**src/rtl/vp_key_event_queue.sv**
```systemverilog
// vp_key_event_queue
//   Merges PS/2 key events and the numeric keypads of NUM_JOY gamepads into
//   one ordered stream of {ascii, released} events and buffers them in a
//   FIFO_DEPTH-entry queue with a show-ahead head and a read strobe.
//
// Ports
//   clk_i            system clock
//   res_n_i          asynchronous active-low reset
//   ps2_key_i[10:0]  [10] event toggle, [9] make, [8] extended (unused), [7:0] Set-2 code
//   joy_keys_i       keypad buttons, pad j key k at bit j*JOY_KEYS+k, active-high
//   rx_data_ready_o  queue non-empty, head valid
//   rx_ascii_o       head ASCII code
//   rx_released_o    head is a release (1) or a press (0)
//   rx_read_i        pop the head when the queue is non-empty
//   overflow_o       sticky: a PS/2 event was dropped because the queue was full
module vp_key_event_queue #(
  parameter int NUM_JOY    = 2,
  parameter int JOY_KEYS   = 10,
  parameter int FIFO_DEPTH = 8
) (
  input  logic                         clk_i,
  input  logic                         res_n_i,
  input  logic [10:0]                  ps2_key_i,
  input  logic [NUM_JOY*JOY_KEYS-1:0]  joy_keys_i,
  output logic                         rx_data_ready_o,
  output logic [7:0]                   rx_ascii_o,
  output logic                         rx_released_o,
  input  logic                         rx_read_i,
  output logic                         overflow_o
);
  localparam int AW = $clog2(FIFO_DEPTH);
  localparam int CW = AW + 1;
  localparam logic [CW-1:0] DEPTH_C = CW'(FIFO_DEPTH);

  // Set-2 make code to ASCII; bit 8 flags a mapped code.
  function automatic logic [8:0] ps2_to_ascii(input logic [7:0] code);
    logic [8:0] r;
    r = 9'h000;
    case (code)
      8'h16: r = 9'h131;  8'h1E: r = 9'h132;  8'h26: r = 9'h133;  8'h25: r = 9'h134;
      8'h2E: r = 9'h135;  8'h36: r = 9'h136;  8'h3D: r = 9'h137;  8'h3E: r = 9'h138;
      8'h46: r = 9'h139;  8'h45: r = 9'h130;
      8'h1C: r = 9'h161;  8'h32: r = 9'h162;  8'h21: r = 9'h163;  8'h23: r = 9'h164;
      8'h24: r = 9'h165;  8'h2B: r = 9'h166;  8'h34: r = 9'h167;  8'h33: r = 9'h168;
      8'h43: r = 9'h169;  8'h3B: r = 9'h16A;  8'h42: r = 9'h16B;  8'h4B: r = 9'h16C;
      8'h3A: r = 9'h16D;  8'h31: r = 9'h16E;  8'h44: r = 9'h16F;  8'h4D: r = 9'h170;
      8'h15: r = 9'h171;  8'h2D: r = 9'h172;  8'h1B: r = 9'h173;  8'h2C: r = 9'h174;
      8'h3C: r = 9'h175;  8'h2A: r = 9'h176;  8'h1D: r = 9'h177;  8'h22: r = 9'h178;
      8'h35: r = 9'h179;  8'h1A: r = 9'h17A;
      8'h29: r = 9'h120;  8'h79: r = 9'h12B;  8'h7B: r = 9'h12D;  8'h7C: r = 9'h12A;
      8'h4A: r = 9'h12F;  8'h55: r = 9'h13D;  8'h1F: r = 9'h111;  8'h27: r = 9'h112;
      8'h5A: r = 9'h10A;  8'h66: r = 9'h108;
      default: r = 9'h000;
    endcase
    return r;
  endfunction

  // Keypad key k: "1".."9" for k = 0..8, "0" for k = 9.
  function automatic logic [7:0] joy_ascii(input int k);
    return (k < 9) ? 8'(49 + k) : 8'h30;
  endfunction

  // Extended-key flag carries no meaning for this keymap.
  logic unused_ext;
  assign unused_ext = ps2_key_i[8];

  // OR the same key across all pads.
  logic [JOY_KEYS-1:0] merged;
  for (genvar gi = 0; gi < JOY_KEYS; gi++) begin : g_merge
    logic [NUM_JOY-1:0] column;
    for (genvar gj = 0; gj < NUM_JOY; gj++) begin : g_pad
      assign column[gj] = joy_keys_i[gj*JOY_KEYS + gi];
    end
    assign merged[gi] = |column;
  end

  logic                init_reg, tog_reg, overflow_reg;
  logic [JOY_KEYS-1:0] prev_reg, pending_reg, pending_next;
  logic                stage_valid_reg, stage_valid_next;
  logic [8:0]          stage_reg, stage_next;
  logic [AW-1:0]       wr_ptr_reg, rd_ptr_reg, rd_ptr_inc;
  logic [CW-1:0]       count_reg, count_next;
  logic [8:0]          head_reg, head_next;
  logic [8:0]          mem [FIFO_DEPTH];

  logic                ps2_event, pop, room, push, stage_drop, scan_hit;
  logic [8:0]          ps2_map, push_data;
  logic [7:0]          scan_ascii;
  logic                scan_rel;
  logic [JOY_KEYS-1:0] scan_onehot, clear_mask, changed;

  assign rd_ptr_inc = rd_ptr_reg + 1'b1;

  always_comb begin
    ps2_map   = ps2_to_ascii(ps2_key_i[7:0]);
    ps2_event = !init_reg && (ps2_key_i[10] != tog_reg);
    changed   = init_reg ? '0 : (merged ^ prev_reg);
    pop       = rx_read_i && (count_reg != '0);
    // A full queue still accepts a write when the head leaves on the same edge.
    room      = (count_reg != DEPTH_C) || pop;

    // Lowest pending keypad bit; release flag taken from the live key state
    // so a press+release before service collapses into one release.
    scan_hit    = 1'b0;
    scan_onehot = '0;
    scan_ascii  = 8'h00;
    scan_rel    = 1'b0;
    for (int k = 0; k < JOY_KEYS; k++) begin
      if (pending_reg[k] && !scan_hit) begin
        scan_hit       = 1'b1;
        scan_onehot[k] = 1'b1;
        scan_ascii     = joy_ascii(k);
        scan_rel       = ~merged[k];
      end
    end

    // Single write port: the staged PS/2 event wins over the keypad scanner.
    push       = 1'b0;
    push_data  = 9'h000;
    clear_mask = '0;
    stage_drop = 1'b0;
    if (stage_valid_reg) begin
      if (room) begin
        push      = 1'b1;
        push_data = stage_reg;
      end else begin
        stage_drop = 1'b1;
      end
    end else if (scan_hit && room) begin
      push       = 1'b1;
      push_data  = {scan_rel, scan_ascii};
      clear_mask = scan_onehot;
    end

    // New changes take precedence over the bit being serviced.
    pending_next = (pending_reg & ~clear_mask) | changed;

    // The stage lives one cycle: either written or dropped.
    stage_valid_next = ps2_event && ps2_map[8];
    stage_next       = stage_valid_next ? {~ps2_key_i[9], ps2_map[7:0]} : stage_reg;

    case ({push, pop})
      2'b10:   count_next = count_reg + 1'b1;
      2'b01:   count_next = count_reg - 1'b1;
      default: count_next = count_reg;
    endcase

    head_next = head_reg;
    if (push && ((count_reg == '0) || (pop && count_reg == CW'(1)))) begin
      head_next = push_data;
    end else if (pop && (count_reg > CW'(1))) begin
      head_next = mem[rd_ptr_inc];
    end else if (pop) begin
      head_next = 9'h000;
    end
  end

  always_ff @(posedge clk_i) begin
    if (push) begin
      mem[wr_ptr_reg] <= push_data;
    end
  end

  always_ff @(posedge clk_i or negedge res_n_i) begin
    if (!res_n_i) begin
      init_reg        <= 1'b1;
      tog_reg         <= 1'b0;
      prev_reg        <= '0;
      pending_reg     <= '0;
      stage_valid_reg <= 1'b0;
      stage_reg       <= 9'h000;
      wr_ptr_reg      <= '0;
      rd_ptr_reg      <= '0;
      count_reg       <= '0;
      head_reg        <= 9'h000;
      overflow_reg    <= 1'b0;
    end else begin
      init_reg        <= 1'b0;
      tog_reg         <= ps2_key_i[10];
      prev_reg        <= merged;
      pending_reg     <= pending_next;
      stage_valid_reg <= stage_valid_next;
      stage_reg       <= stage_next;
      if (push) wr_ptr_reg <= wr_ptr_reg + 1'b1;
      if (pop)  rd_ptr_reg <= rd_ptr_inc;
      count_reg       <= count_next;
      head_reg        <= head_next;
      overflow_reg    <= overflow_reg | stage_drop;
    end
  end

  assign rx_data_ready_o = (count_reg != '0);
  assign rx_ascii_o      = head_reg[7:0];
  assign rx_released_o   = head_reg[8];
  assign overflow_o      = overflow_reg;
endmodule

```
**config.mk**
```make
export PLATFORM = sky130hd
export DESIGN_NAME = vp_key_event_queue
export DESIGN_NICKNAME = d
export VERILOG_FILES = /design/src/rtl/vp_key_event_queue.sv
export SDC_FILE = /design/constraint.sdc
export NUM_CORES = 1
export LEC_CHECK = 0
export CORE_MARGIN = 10
export CORE_UTILIZATION = 40
export CTS_CLUSTER_DIAMETER = 30
export DETAILED_ROUTE_END_ITERATION = 16
export SLEW_MARGIN = 10
export SYNTH_ARGS = -nofsm -noshare
export SYNTH_HDL_FRONTEND = slang
export SYNTH_SLANG_ARGS = --single-unit
```
**constraint.sdc**
```tcl
create_clock -name clk_i -period 5.9 [get_ports clk_i]
set_input_delay 0.885 -clock clk_i [delete_from_list [all_inputs] [get_ports clk_i]]
set_output_delay 0.885 -clock clk_i [all_outputs]
set_load 0.05 [all_outputs]
```
# After elaboration in Yosys (flattened, before gate mapping)
# Memory sizes are Yosys's and may differ from the RTL's.
# Index checks and enable logic that the tools add are counted.
# op_classes
n_addsub,4
n_lt_le_gt_ge,1
n_eq_ne,5
n_mux,57
bitwise_logic,16
n_reduce_logical,42
# op_table
op,count
$mux 8,9
$mux 9,7
$mux 1,36
$mux 10,3
$reduce_or 2->1,10
$logic_and 1x1->1,16
$not 1->1,11
$and 10x10->10,1
$logic_not 1->1,10
$not 10->10,1
$or 10x10->10,1
$xor 10x10->10,1
$pmux 4 s2,1
$add 3x1->3 const B,2
$mux 6,1
$add 4x1->4 const B,1
$eq 4x1->1 const B,1
$gt 4x1->1 const B,1
$logic_not 4->1,1
$ne 4x4->1 const B,1
$reduce_bool 4->1,1
$sub 4x1->4 const B,1
$reduce_bool 3->1,1
$eq 2x1->1 const B,1
5 further kinds,6
# word_totals
register_bits,52
ramBits,72
mem_bits_ro,1024
in_bits,34
elab_cells,138
mem_count,2
# memory_table
memory,words,width,rd,rd_ports_with_merged_regs,wr,line,text
(no name shown),128,8,1,0,0,39,case (code)
mem,8,9,1,0,1,84,logic [8:0] mem [FIFO_DEPTH];

# Depth between registers and ports, before layout
# Gate-level depths: netlist (run 1).
# logic_depth
depth_word,34
ltp_mapped,9
ltp_nobuf,9

# Worst setup path before layout (run 1)
# OpenSTA, ideal clock, no wires.
# synth_timing
path_kind,in2reg
startpoint,in ps2_key_i[1]
endpoint,reg stage_reg[0]
arrival_ns,3.226
path_slack_ns,2.550
cell_stages,8
path_cell_list,clkbuf_1 -> inv_1 -> ha_1 -> nor2b_1 -> a311o_1 -> a311o_1 -> a2111oi_4 -> mux2_2
# synth_via
elab_chain_cells,3
# synth_rtl
element,line,text
start: declaration,23,"input logic [10:0] ps2_key_i,"
$mem_v2 128x8,n/a,
$mux 9,39,
$logic_and 1x1->1,139,stage_valid_next = ps2_event && ps2_map[8];
via stage_valid_next,79,"logic stage_valid_reg, stage_valid_next;"
end signal: assignment,183,stage_reg <= stage_next;
end: declaration,80,"logic [8:0] stage_reg, stage_next;"
# The timed path passes the listed nets, and every way through them passes these cells.
# A chain may end at the register's enable or synchronous reset.

# Worst setup path after layout (run 1)
# layout_timing
startpoint,in ps2_key_i[0]
endpoint,reg stage_reg[3]
# Same word-level chain as after synthesis.

==> flow_metrics.env, run 1 <==
export IMPL_syn_area_per_cell_um2=12.1
export IMPL_drt_iter0_drc=390
export IMPL_antenna_found_initial=0
export IMPL_fp_row_count=44
export IMPL_multiInputGateArea_um2=2550
export IMPL_die_w_um=142
export IMPL_cts_buffer_depth=2
export IMPL_grt_pass1_wl_um=22200
export IMPL_final_common_cell="edfxtp_1"
export IMPL_cts_made_buffers=17
export IMPL_skew_ps=6.25
export IMPL_vias=4079
export IMPL_ys_ff_latch=114
export IMPL_max_cap_viol_count=0
export IMPL_layout_common_cells="64 x edfxtp_1, 49 x dfrtp_1, 41 x clkdlybuf4s50_1"
export IMPL_met1_usage_pct=17.7
export IMPL_syn2layout_area_growth_pct=21.2
export IMPL_io_pins=45
export IMPL_drc=0
export IMPL_hpwl_um=9100
export IMPL_async_reset_ff_share_pct=43.9
export IMPL_first_pass_iters=5
export IMPL_synth_area_um2=5940
export IMPL_maxSlewHeadroom_pct=23.4
export IMPL_cts_hold_buffers=0
export IMPL_crit_type="primary input to register"
export IMPL_chipHeight_um=142
export IMPL_arrival_ps=4130
export IMPL_slew_violations=0
export IMPL_setup_ws_ps=2050
export IMPL_clockRootBuffer="clkbuf_16"
export IMPL_wl_um=13300
export IMPL_track_usage_pct=13.7
export IMPL_portBuffers=42
export IMPL_synthTopCellsByArea="edfxtp_1 32%, dfrtp_1 21%, mux4_2 6.8%"
export IMPL_htree_levels=4
export IMPL_status="completed"
export IMPL_grt_pass1_vias=4224
export IMPL_hold_violations=0
export IMPL_met2_usage_pct=22.1
export IMPL_post_synth_top_area_cell="edfxtp_1"
export IMPL_finalSetupViolations=0
export IMPL_final_net_count=583
export IMPL_finalPower_w=0.00356
export IMPL_endpoint_kind="register"
export IMPL_overflow=0
export IMPL_cts_sinks=114
export IMPL_cts_setup_buffers=0
export IMPL_largest_reg_flops=64
export IMPL_grt_setup_unrepaired="no"
export IMPL_gp_routability_congestion=0.853
export IMPL_power_density_nw_per_um2=494
export IMPL_dp_slack_ps=1700
export IMPL_fin_crit_ps=3850
export IMPL_critPathSlowestCell="clkdlybuf4s50_1"
export IMPL_n_antenna_cell=0
export IMPL_path_clk_slew_ps=50
export IMPL_path_cells="clkdlybuf4s50_1 > inv_1 > ha_1 > nor2b_1 > a221o_1 > a311o_1 > a2111oi_4 > mux2_2"
export IMPL_yosysWarnings=0
export IMPL_register_area_um2=3170
export IMPL_grt_most_used_layer="met2"
export IMPL_required_ps=6180
export IMPL_final_cells=731
export IMPL_fillers=1323
export IMPL_fmax_ghz=0.260
export IMPL_timing_hold_ws_ps=487
export IMPL_critPathMaxFanout=11
export IMPL_worstSkewPairLatency_ps=400
export IMPL_synth_top_area_share_pct=32.3
export IMPL_critPathMaxStageDelay_ps=780
export IMPL_yosysSeqAreaShare_pct=53.4
export IMPL_syn_inst=492
export IMPL_synth_flop_cell="edfxtp_1"
export IMPL_synth_edff_count=64
export IMPL_synthDistinctLibCells=67
export IMPL_tns_ps=0
export IMPL_cts_tree="yes"
export IMPL_ant_nets=0
export IMPL_start_util_pct=40.9
export IMPL_cts_repair_resized=0
export IMPL_fin_crit_sh_pct=65.2
export IMPL_grtUsageMet3_pct=3.54
export IMPL_critPathLaunchType="primary input"
export IMPL_irDropWorstVdd_v=0.000223
export IMPL_grt_max_degree=51
export IMPL_avgViaCountPerCell=5.58
export IMPL_wl_per_cell_um=18.1
export IMPL_hold_path_class="register to register"
export IMPL_fp_coreArea_um2=14500
export IMPL_drive_above_1_share_pct=14.8
export IMPL_dp_cells=699
export IMPL_dieArea_um2=20100
export IMPL_p_leak_nw=2.70
export IMPL_worst_slew_pin_slew_ps=1140
## layer usage
metal  wire (um)  up-vias
li1            -     1949
met1        6180     2010
met2        6340       99
met3         507       21
met4         233        0
met5           0        -
## critical path, delay by kind of cell
kind	cells	cell delay, ps
buffers and inverters	2	1000
AO/OA/AOI/OAI	3	1410
multiplexers	1	420
AND/OR/NAND/NOR	1	160
adder cells (fa/ha/maj)	1	260
## synthesized netlist by cell type, types with 6 or more instances
master,n
clkbuf_1,22
edfxtp_1,64
nand2b_1,8
a211oi_1,11
mux2i_1,14
nor2_1,37
o21ai_0,22
or2_2,8
ha_1,15
xor2_1,9
nor3_1,6
a21oi_1,17
xnor2_1,11
inv_1,26
mux4_2,18
nand3_1,6
dfrtp_1,49
o31ai_1,7
nand2_1,23
mux2_2,11
nor2b_1,9
## kinds of logic after synthesis
| kind of cell | Yosys count | synth area share (%) |
|---|---|---|
| other cells | 1 | 0.0631 |
| xor+xnor | 20 | 2.95 |
| compound gates | 110 | 13.5 |
| mux | 43 | 11.3 |
| fa+ha+maj | 15 | 3.16 |
| buf+inv | 56 | 3.66 |
| simple gates | 133 | 11.9 |
| flops | 114 | 53.4 |
## final cells by class
cell class,instances,area share (%)
sequential,114,44.1
multi-input combinational,323,35.5
timing repair buffer,52,6.81
clock buffer,20,6.20
tap,184,3.20
clock inverter,12,2.92
inverter,26,1.35
## path summary, 6_finish.rpt
check | cells after the start | startpoint | end | slack [ps]
worst max-delay path | 8 | ps2_key_i[0] | stage_reg[3] | 2050
worst min-delay path | 1 | overflow_o | overflow_o | 490
worst max register to register | 7 | count_reg[0] | mem[1][2] | 3010
worst min register to register | 1 | overflow_o | overflow_o | 490
max in group asynchronous | 2 | res_n_i | pending_reg[7] | 4830
min in group asynchronous | 2 | res_n_i | rd_ptr_reg[2] | 600
## through the flow
stage | area, um^2 | utilization, %
after detailed placement | 6550 | 45.0
after global routing | 7200 | 49.6
after CTS | 7200 | 49.6
after floorplan | 5950 | -
after global placement | 6550 | 45.0
final | 7200 | 49.6
## where the power goes
| group | switching [W] | internal [W] |
|---|---|---|
| sequential | 0.000129 | 0.00112 |
| combinational | 0.000666 | 0.000510 |
| clock | 0.000337 | 0.000797 |
Power figures use the tool's default switching activity.
==> run 2: changes to the inputs <==
==> constraint.sdc (replaced) <==
create_clock -name clk_i -period 3.6 [get_ports clk_i]
set_input_delay 0.54 -clock clk_i [delete_from_list [all_inputs] [get_ports clk_i]]
set_output_delay 0.54 -clock clk_i [all_outputs]
set_load 0.05 [all_outputs]
==> flow_metrics.env, run 2 (synthesized netlist as in run 1, its figures left out) <==
export IMPL_status="completed"
export IMPL_cts_hold_buffers=0
export IMPL_power_net_switching_w=0.00189
export IMPL_cts_buffer_depth=2
export IMPL_path_cells="inv_1 > ha_1 > or3b_2 > clkdlybuf4s50_1"
export IMPL_critPathLaunchType="register"
export IMPL_final_common_cell="edfxtp_1"
export IMPL_grt_pass1_wl_um=22700
export IMPL_p_clk_share_pct=29.9
export IMPL_critPathMaxFanout=6
export IMPL_arrival_ps=2470
export IMPL_wl_per_cell_um=18.5
export IMPL_finalPower_w=0.00577
export IMPL_crit_type="register to output port"
export IMPL_die_w_um=142
export IMPL_grt_setup_unrepaired="no"
export IMPL_fin_crit_sh_pct=83.7
export IMPL_cts_repair_resized=0
export IMPL_hpwl_um=9780
export IMPL_critPathMaxStageDelay_ps=730
export IMPL_hold_path_class="primary input to asynchronous set/reset pin"
export IMPL_fmax_ghz=0.332
export IMPL_p_leak_nw=2.76
export IMPL_fin_crit_ps=3010
export IMPL_ant_nets=0
export IMPL_grt_max_degree=37
export IMPL_endpoint_kind="output port"
export IMPL_antenna_found_initial=0
export IMPL_skew_ps=9.82
export IMPL_hold_violations=0
export IMPL_drt_iter0_drc=292
export IMPL_fp_row_count=44
export IMPL_cts_setup_buffers=0
export IMPL_worst_slew_pin_slew_ps=840
export IMPL_timing_hold_ws_ps=233
export IMPL_track_usage_pct=14.3
export IMPL_combPwrFrac_pct=34.5
export IMPL_internal_power_w=0.00388
export IMPL_io_pins=45
export IMPL_required_ps=3060
export IMPL_r2r_end="mem[3][3]"
export IMPL_power_density_nw_per_um2=791
export IMPL_avgViaCountPerCell=5.61
export IMPL_chipHeight_um=142
export IMPL_path_clk_slew_ps=60
export IMPL_portBuffers=42
export IMPL_syn2layout_area_growth_pct=22.7
export IMPL_final_net_count=601
export IMPL_switching_share_pct=32.7
export IMPL_grt_pass1_vias=4325
export IMPL_critPathSlowestCell="clkdlybuf4s50_1"
export IMPL_overflow=0
export IMPL_start_util_pct=40.9
export IMPL_slew_violations=0
export IMPL_cts_made_buffers=17
export IMPL_maxSlewHeadroom_pct=44.0
export IMPL_vias=4202
export IMPL_tns_ps=0
export IMPL_drive_above_1_share_pct=17.7
export IMPL_n_antenna_cell=0
export IMPL_fp_coreArea_um2=14500
export IMPL_wl_um=13800
export IMPL_power_frac_seq_pct=35.6
export IMPL_first_pass_iters=4
export IMPL_finalSetupViolations=0
export IMPL_drc=0
export IMPL_ff2ff_path_depth=7
export IMPL_largest_reg_flops=64
export IMPL_timing_rr_start="count_reg[0]"
export IMPL_irDropWorstVdd_v=0.000371
export IMPL_clockRootBuffer="clkbuf_16"
export IMPL_dieArea_um2=20100
export IMPL_worstSkewPairLatency_ps=410
export IMPL_cts_sinks=114
export IMPL_layout_common_cells="64 x edfxtp_1, 49 x dfrtp_1, 41 x clkdlybuf4s50_1"
export IMPL_cts_tree="yes"
export IMPL_r2r_slack_ps=920
export IMPL_max_cap_viol_count=0
export IMPL_gp_routability_congestion=0.910
export IMPL_htree_levels=4
run 2: changes by cell type in the layout (fill, tap and decap cells not counted), sizes merged:
cell / before / now
bufinv: 6 / 4
buf: 11 / 29
clkinvlp: 0 / 2
run 2: how the worst max path moves through the flow:
stage,start,endpoint,depth (start not counted)
after floorplan,ps2_key_i[1],stage_reg[0],8
after global placement,ps2_key_i[0],stage_reg[2],9
after detailed placement,ps2_key_i[0],stage_reg[4],9
after CTS,count_reg[0],rx_data_ready_o,4
after global routing,count_reg[0],rx_data_ready_o,4
final,count_reg[0],rx_data_ready_o,4
run 2: layout make-up:
cell class              count  area (um^2)
fillers                  1295         7240
flip-flops and latches    114         3170
well taps                 184          230
repair buffers             70          626
multi-input cells         323         2550
clock buffers              20          447
clock inverters            12          163
inverters                  26         97.6
run 2: critical path: cells and delay by family, from the launching register on:
kind | cells | cell delay (ps)
flops | 1 | 440
buf+inv | 2 | 840
simple gates | 1 | 510
fa+ha+maj | 1 | 270
run 2: power groups by stage:
stage / Combinational [W] / Sequential [W] / Clock [W]
final: 0.00199 / 0.00205 / 0.00172
after CTS: 0.00202 / 0.00205 / 0.00175
after detailed placement: 0.00201 / 0.00207 / 0
after global routing: 0.00218 / 0.00210 / 0.00182
after global placement: 0.00197 / 0.00205 / 0
after floorplan: 0.00128 / 0.00215 / 0
run 2: per-layer routing:
| layer | vias to the layer above | wire, um | GRT usage [%] |
|---|---|---|---|
| met2 | 92 | 6780 | 23.1 |
| met3 | 13 | 655 | 3.97 |
| met1 | 2114 | 6200 | 17.8 |
| li1 | 1983 | - | - |
| met5 | - | 0 | 0 |
| met4 | 0 | 183 | 4.90 |
run 2: per-stage QoR:
step | cells | area, um^2 | util (%) | setup slack [ps]
2_1_floorplan | 493 | 5950 | - | 595
5_1_grt | 749 | 7290 | 50.2 | 507
4_1_cts | 749 | 7290 | 50.2 | 560
6_report | 749 | 7290 | 50.2 | 587
3_3_place_gp | 717 | 6680 | 46.0 | 276
3_5_place_dp | 717 | 6680 | 46.0 | 219
